<file path="config.mk">
export PLATFORM = sky130hd
export DESIGN_NAME = mem_port_arbiter
export DESIGN_NICKNAME = d
export VERILOG_FILES = /design/src/rtl/mem_port_arbiter.sv
export SDC_FILE = /design/constraint.sdc
export NUM_CORES = 1
export LEC_CHECK = 0
export CORE_AREA = 3 3 101 103
export CTS_BUF_LIST = sky130_fd_sc_hd__clkbuf_2 sky130_fd_sc_hd__clkbuf_4 sky130_fd_sc_hd__clkbuf_8
export DETAILED_ROUTE_END_ITERATION = 8
export DIE_AREA = 0 0 104 106
export SLEW_MARGIN = 20
export SYNTH_ARGS = -nofsm -noshare
export SYNTH_HDL_FRONTEND = slang
export SYNTH_SLANG_ARGS = --single-unit
</file>
<file path="constraint.sdc">
create_clock -name clk -period 3.6 [get_ports clk]
set_input_delay 0.54 -clock clk [delete_from_list [all_inputs] [get_ports clk]]
set_output_delay 0.54 -clock clk [all_outputs]
set_load 0.01 [all_outputs]
</file>
<file path="src/rtl/mem_port_arbiter.sv">
// Two-port arbiter for one single-ported synchronous RAM: data wins by default,
// a saturating starvation counter forces a fetch grant, read data returns one cycle later.
module mem_port_arbiter #(
  parameter int AW         = 32,
  parameter int MW         = 12,
  parameter int STARVE_MAX = 3
) (
  input  logic          clk,
  input  logic          reset,
  input  logic          i_req,
  input  logic [AW-1:0] i_addr,
  output logic          i_gnt,
  output logic          i_rvalid,
  output logic [31:0]   i_rdata,
  input  logic          d_req,
  input  logic          d_we,
  input  logic [3:0]    d_byteen,
  input  logic [AW-1:0] d_addr,
  input  logic [31:0]   d_wdata,
  output logic          d_gnt,
  output logic          d_rvalid,
  output logic [31:0]   d_rdata,
  output logic          mem_en,
  output logic [3:0]    mem_we,
  output logic [MW-1:0] mem_addr,
  output logic [31:0]   mem_wdata,
  input  logic [31:0]   mem_rdata,
  output logic [1:0]    dbg_rd_owner_o,
  output logic [3:0]    dbg_starve_cnt_o
);

  // Handshake: a request (x_req) is accepted in the cycle x_gnt is high; the
  // requester holds its command stable until then. Read data is qualified by
  // x_rvalid exactly one cycle after the accepting cycle; there is no back-pressure.

  typedef enum logic [1:0] {
    OWN_NONE  = 2'd0,
    OWN_INSTR = 2'd1,
    OWN_DATA  = 2'd2
  } rd_owner_e;

  localparam logic [3:0] STARVE_LIM = 4'(STARVE_MAX);

  rd_owner_e  rd_owner_q, rd_owner_d;
  logic [3:0] starve_cnt_q, starve_cnt_d;
  logic       force_i;

  always_ff @(posedge clk or negedge reset) begin
    if (!reset) begin
      rd_owner_q   <= OWN_NONE;
      starve_cnt_q <= 4'd0;
    end else begin
      rd_owner_q   <= rd_owner_d;
      starve_cnt_q <= starve_cnt_d;
    end
  end

  always_comb begin
    force_i      = i_req & (starve_cnt_q == STARVE_LIM);
    // Grants are gated by reset so nothing reaches the RAM while it is held.
    d_gnt        = reset & d_req & ~force_i;
    i_gnt        = reset & i_req & ~d_gnt;
    mem_en       = i_gnt | d_gnt;
    mem_we       = (d_gnt & d_we) ? d_byteen : 4'd0;
    mem_addr     = d_gnt ? d_addr[MW+1:2] : i_addr[MW+1:2];
    mem_wdata    = d_wdata;

    starve_cnt_d = 4'd0;
    if (i_req & ~i_gnt)
      starve_cnt_d = (starve_cnt_q == STARVE_LIM) ? starve_cnt_q : starve_cnt_q + 4'd1;

    rd_owner_d = OWN_NONE;
    if (i_gnt)
      rd_owner_d = OWN_INSTR;
    else if (d_gnt & ~d_we)
      rd_owner_d = OWN_DATA;
  end

  assign i_rvalid         = (rd_owner_q == OWN_INSTR);
  assign d_rvalid         = (rd_owner_q == OWN_DATA);
  assign i_rdata          = mem_rdata;
  assign d_rdata          = mem_rdata;
  assign dbg_rd_owner_o   = rd_owner_q;
  assign dbg_starve_cnt_o = starve_cnt_q;

  // Byte-offset and upper address bits do not select a RAM word.
  logic unused_addr_bits;
  assign unused_addr_bits = ^{i_addr[AW-1:MW+2], i_addr[1:0], d_addr[AW-1:MW+2], d_addr[1:0]};

endmodule

</file>
After elaboration in Yosys (flattened, before gate mapping)
Cells that the tools add are included.

Register bits after elaboration: 6. Input port bits: 137. Output and inout port bits: 123.

Add/subtract/negate cells: 1. Eq/ne operators: 4. Mux-type cells: 6. Bitwise logic cells: 13.

Operators by type and width (count): 12-bit 2-to-1 mux (1); 4-bit 2-to-1 mux (3); 1-bit bitwise AND (8); 4-bit by 1-bit adder with 4-bit output (second input constant) (1); 4-bit by 2-bit == test with 1-bit output (second input constant) (1); 2-bit 2-to-1 mux (2); 1-bit NOT (4); 2-bit by 1-bit == test with 1-bit output (second input constant) (1); 2-bit == test (second input constant) (1); 2-bit != test (second input constant) (1); 1-bit OR (1).

Depth between registers and ports, before layout
Word-level depth: 9. Gate-level depth with buffers: 5. Gate-level depth less buffers: 4.

Worst setup path after synthesis
No wires, ideal clock.

Kind: register to output. From: register starve_cnt_q[0] (netlist: dbg_starve_cnt_o[0]). To: output port mem_addr[10]. Arrival: 1616 ps. Slack: 1444 ps. Stages on the path, launching flop included: 6. Buffers on the path: 1. Cell sequence: dfrtp_1 ha_1 nor3b_4 a21oi_4 buf_6 mux2_4.

Cells in the longest elaborated chain, start to end: 5.

Ends and longest elaborated chain: from (decl) (RTL line 45) `logic [3:0] starve_cnt_q, starve_cnt_d;`; from (signal assigned) (RTL line 54) `starve_cnt_q <= starve_cnt_d;`; 4-bit by 2-bit == test with 1-bit output (RTL line 59) `force_i = i_req & (starve_cnt_q == STARVE_LIM);`; 1-bit bitwise AND (RTL line 59); 1-bit NOT (RTL line 61) `d_gnt = reset & d_req & ~force_i;`; 1-bit bitwise AND (RTL line 61); via d_gnt (RTL line 20) `output logic d_gnt,`; 12-bit 2-to-1 mux (RTL line 65) `mem_addr = d_gnt ? d_addr[MW+1:2] : i_addr[MW+1:2];`; to (decl) (RTL line 25) `output logic [MW-1:0] mem_addr,`.

The timed path passes the listed nets, and every way through them passes these cells.

Worst setup path after layout
From: input port d_req. To: output port mem_addr[0].

Cells in the longest elaborated chain, start to end: 3.

Ends and longest elaborated chain: from (decl) (RTL line 15) `input logic d_req,`; 1-bit bitwise AND (2 in a row) (RTL line 61); 12-bit 2-to-1 mux (RTL line 65).

Every way passes these cells.

==> summary.md <==
| Metric | Value |
|---|---|
| Crit share post-route | `85.6%` |
| # IOs | `between 200 and 300` |
| Initial DRC count | `16` |
| RSZ-0062 raised after global routing | `no` |
| Commonest cells in the netlist | `buf_4 (96), mux2_2 (10), dfrtp_1 (6)` |
| Initial core utilization | `13.3%` |
| Syn_area_per_cell | `8.56 sq um` |
| Most used flip-flop cell after synthesis | `dfrtp_1` |
| Power Dens Cells | `224 mW/mm^2` |
| Crit Path Class | `input port to primary output` |
| Largest net degree at the start of global routing | `20` |
| Slew of the pin with the lowest slew margin | `597 ps` |
| VDD IR max | `about 0.000059 V` |
| Status | `complete, no violations` |
| Vias in the first global route | `743` |
| Root Driver | `clkbuf_8` |
| Via density | `2.89` |
| Post-route antenna net violation count | `0` |
| Clk slew on worst S/H paths | `40 ps` |
| Post-DP HPWL | `2230 um` |
| Worst skew pair latency | `220 ps` |
| Yosys reg bits | `6` |
| Layout cells sized above 1 | `19.1%` |
| Slew headroom | `60.1%` |
| Synthesized cell area | `0.00123 sq mm` |
| Req. time, crit path | `3060 ps` |
| Asr flop ratio synth | `100%` |
| Class of the worst hold path | `flip-flop to flip-flop` |
| Core box area | `0.00928 sq mm` |
| H-tree levels | `1` |
| Sequential fraction of the synthesis area | `between 10% and 20%` |
| Number of diodes | `0` |
| Cells after synthesis | `144` |
| Buffers added on ports | `59` |
| Final Wtd Congestion | `0.666` |
| Crit path max fanout | `19` |
| CTS tree | `yes` |
| Total wire length | `2640 um` |
| Synth top area share | `58.5%` |
| Count leader, synth | `buf_4` |
| DRT Pass-1 Iters | `2` |
| CP endpoint kind | `primary output` |
| Final Hold Fails | `0` |
| Tot GR Track Use | `4.46%` |
| Worst Hold Depth | `1` |
| Total number of yosys warnings | `0` |
| Worst EP arrival | `2540 ps` |
| Setup TNS Final | `0 ps` |
| Post-CTS setup buffer count | `0` |
| Final setup violation count | `0` |
| Die X | `104 um` |
| Worst Skew | `6.01 ps` |
| # fillers | `1102` |
| DIE AREA | `approximately 0.011 sq mm` |
| Total congestion overflow | `0` |
| FF-to-FF path depth | `4` |
| Max Clk Rate | `between 0.3 and 0.4 GHz` |
| Final slew viol count | `0` |
| # DRC | `0` |
| Static leakage | `0.486 nW` |
| DR WL/cell | `11.0 um` |
| Clock buffer depth | `2` |
| DR vias | `a little under 700` |
| Largest area contributor in the netlist | `buf_4` |
| Post-synth EDFFs | `0` |
| First-pass GRT wire length | `around 3700 um` |
| CTS Buf Count | `3` |
| Cts hold-fix bufs | `0` |
| Post-layout min period | `3080 ps` |
| Net Count, Synth | `282` |
| MaxCap Viol Count | `0` |
| Die Span Y | `106 um` |
| Finished Core Util | `14.0%` |
| Cell Rows | `35` |
| Critical path startpoint category | `input port` |
| Netlist cell types | `19` |
| Cts repair resizes | `0` |
| Layout Area Growth over Synthesis | `5.58%` |
| Final-stage net count | `250` |
| Initial antenna violation count | `0` |
| Synth area leaders | `buf_4 (58%), dfrtp_1 (12%), mux2_2 (9.1%)` |
| # clock sinks | `6` |
-- where the power goes --
part           total, mW  leakage [nW]  switching (mW)  internal (mW)
Combinational      0.117         0.384          0.0384         0.0787
Clock              0.101        0.0216          0.0287         0.0718
Sequential        0.0741        0.0809         0.00320         0.0709
-- logic make-up (layout without fill, tap and decap cells) --
logic type	Yosys count	count (layout)	synth area share [%]
adder cells (fa/ha/maj)	1	1	1.02
multiplexers	13	13	12.8
AND/OR/NAND/NOR	16	16	7.61
buffers and inverters	100	66	60.3
flip-flops	6	6	12.2
XOR/XNOR	1	1	0.711
AO/OA/AOI/OAI	7	7	5.38
-- critical path: stages --
cell             delay, ps
clkdlybuf4s50_1        520
nand2_1                100
a21oi_4                490
mux2_2                 410
clkdlybuf4s50_1        480
-- layout make-up --
cell class                      count  area [sq um]  area share [%]
Multi-Input combinational cell     38           339            26.1
Tap cell                          129           161            12.4
Timing Repair Buffer               60           598            46.0
Inverter                            3          11.3           0.865
Sequential cell                     6           150            11.5
Clock buffer                        3          41.3            3.17
-- metal layers --
layer | wire (um) | GRT usage (%) | up-vias
met5 | 0 | 0 | -
met4 | 208 | 4.94 | 0
met3 | 477 | 3.10 | 42
met2 | 1090 | 6.36 | 59
met1 | 861 | 3.96 | 289
li1 | - | - | 300
-- placed cells by master, fill, tap and decap left out --
master,n
mux2_4,3
clkdlybuf4s50_1,59
nor2_1,4
xor2_1,1
a2111oi_0,2
clkbuf_8,3
mux2_2,10
nand2_1,3
a21oi_4,1
ha_1,1
inv_1,3
and3_1,4
nand3_1,1
o21a_1,1
nor3b_4,1
a31o_2,2
nor2b_1,3
dfrtp_1,6
buf_4,1
a21o_1,1
-- stage by stage --
step	instances	total power [mW]	hold WS, ps	cell area, sq um	setup slack [ps]
6_report	239	0.292	569	1300	518
2_1_floorplan	144	0.225	244	1230	1440
4_1_cts	239	0.299	577	1300	479
3_3_place_gp	236	0.193	565	1260	508
5_1_grt	239	0.308	598	1300	382
3_5_place_dp	236	0.194	568	1260	477
-- flip-flops by register name (all words and copies together) (netlist names) --
register          flops
dbg_starve_cnt_o      4
dbg_rd_owner_o        2
-- final timing paths --
kind,slack (ps),end,startpoint
min in group asynchronous,690,dbg_starve_cnt_o[1],reset
hold / removal,570,dbg_starve_cnt_o[1],dbg_starve_cnt_o[1]
hold reg to reg,570,dbg_starve_cnt_o[1],dbg_starve_cnt_o[1]
max in group asynchronous,2770,dbg_rd_owner_o[1],reset
setup / recovery,520,mem_addr[0],d_req
setup reg to reg,1940,dbg_rd_owner_o[1],dbg_starve_cnt_o[0]
No activity file was read; power rests on OpenSTA's default activity.
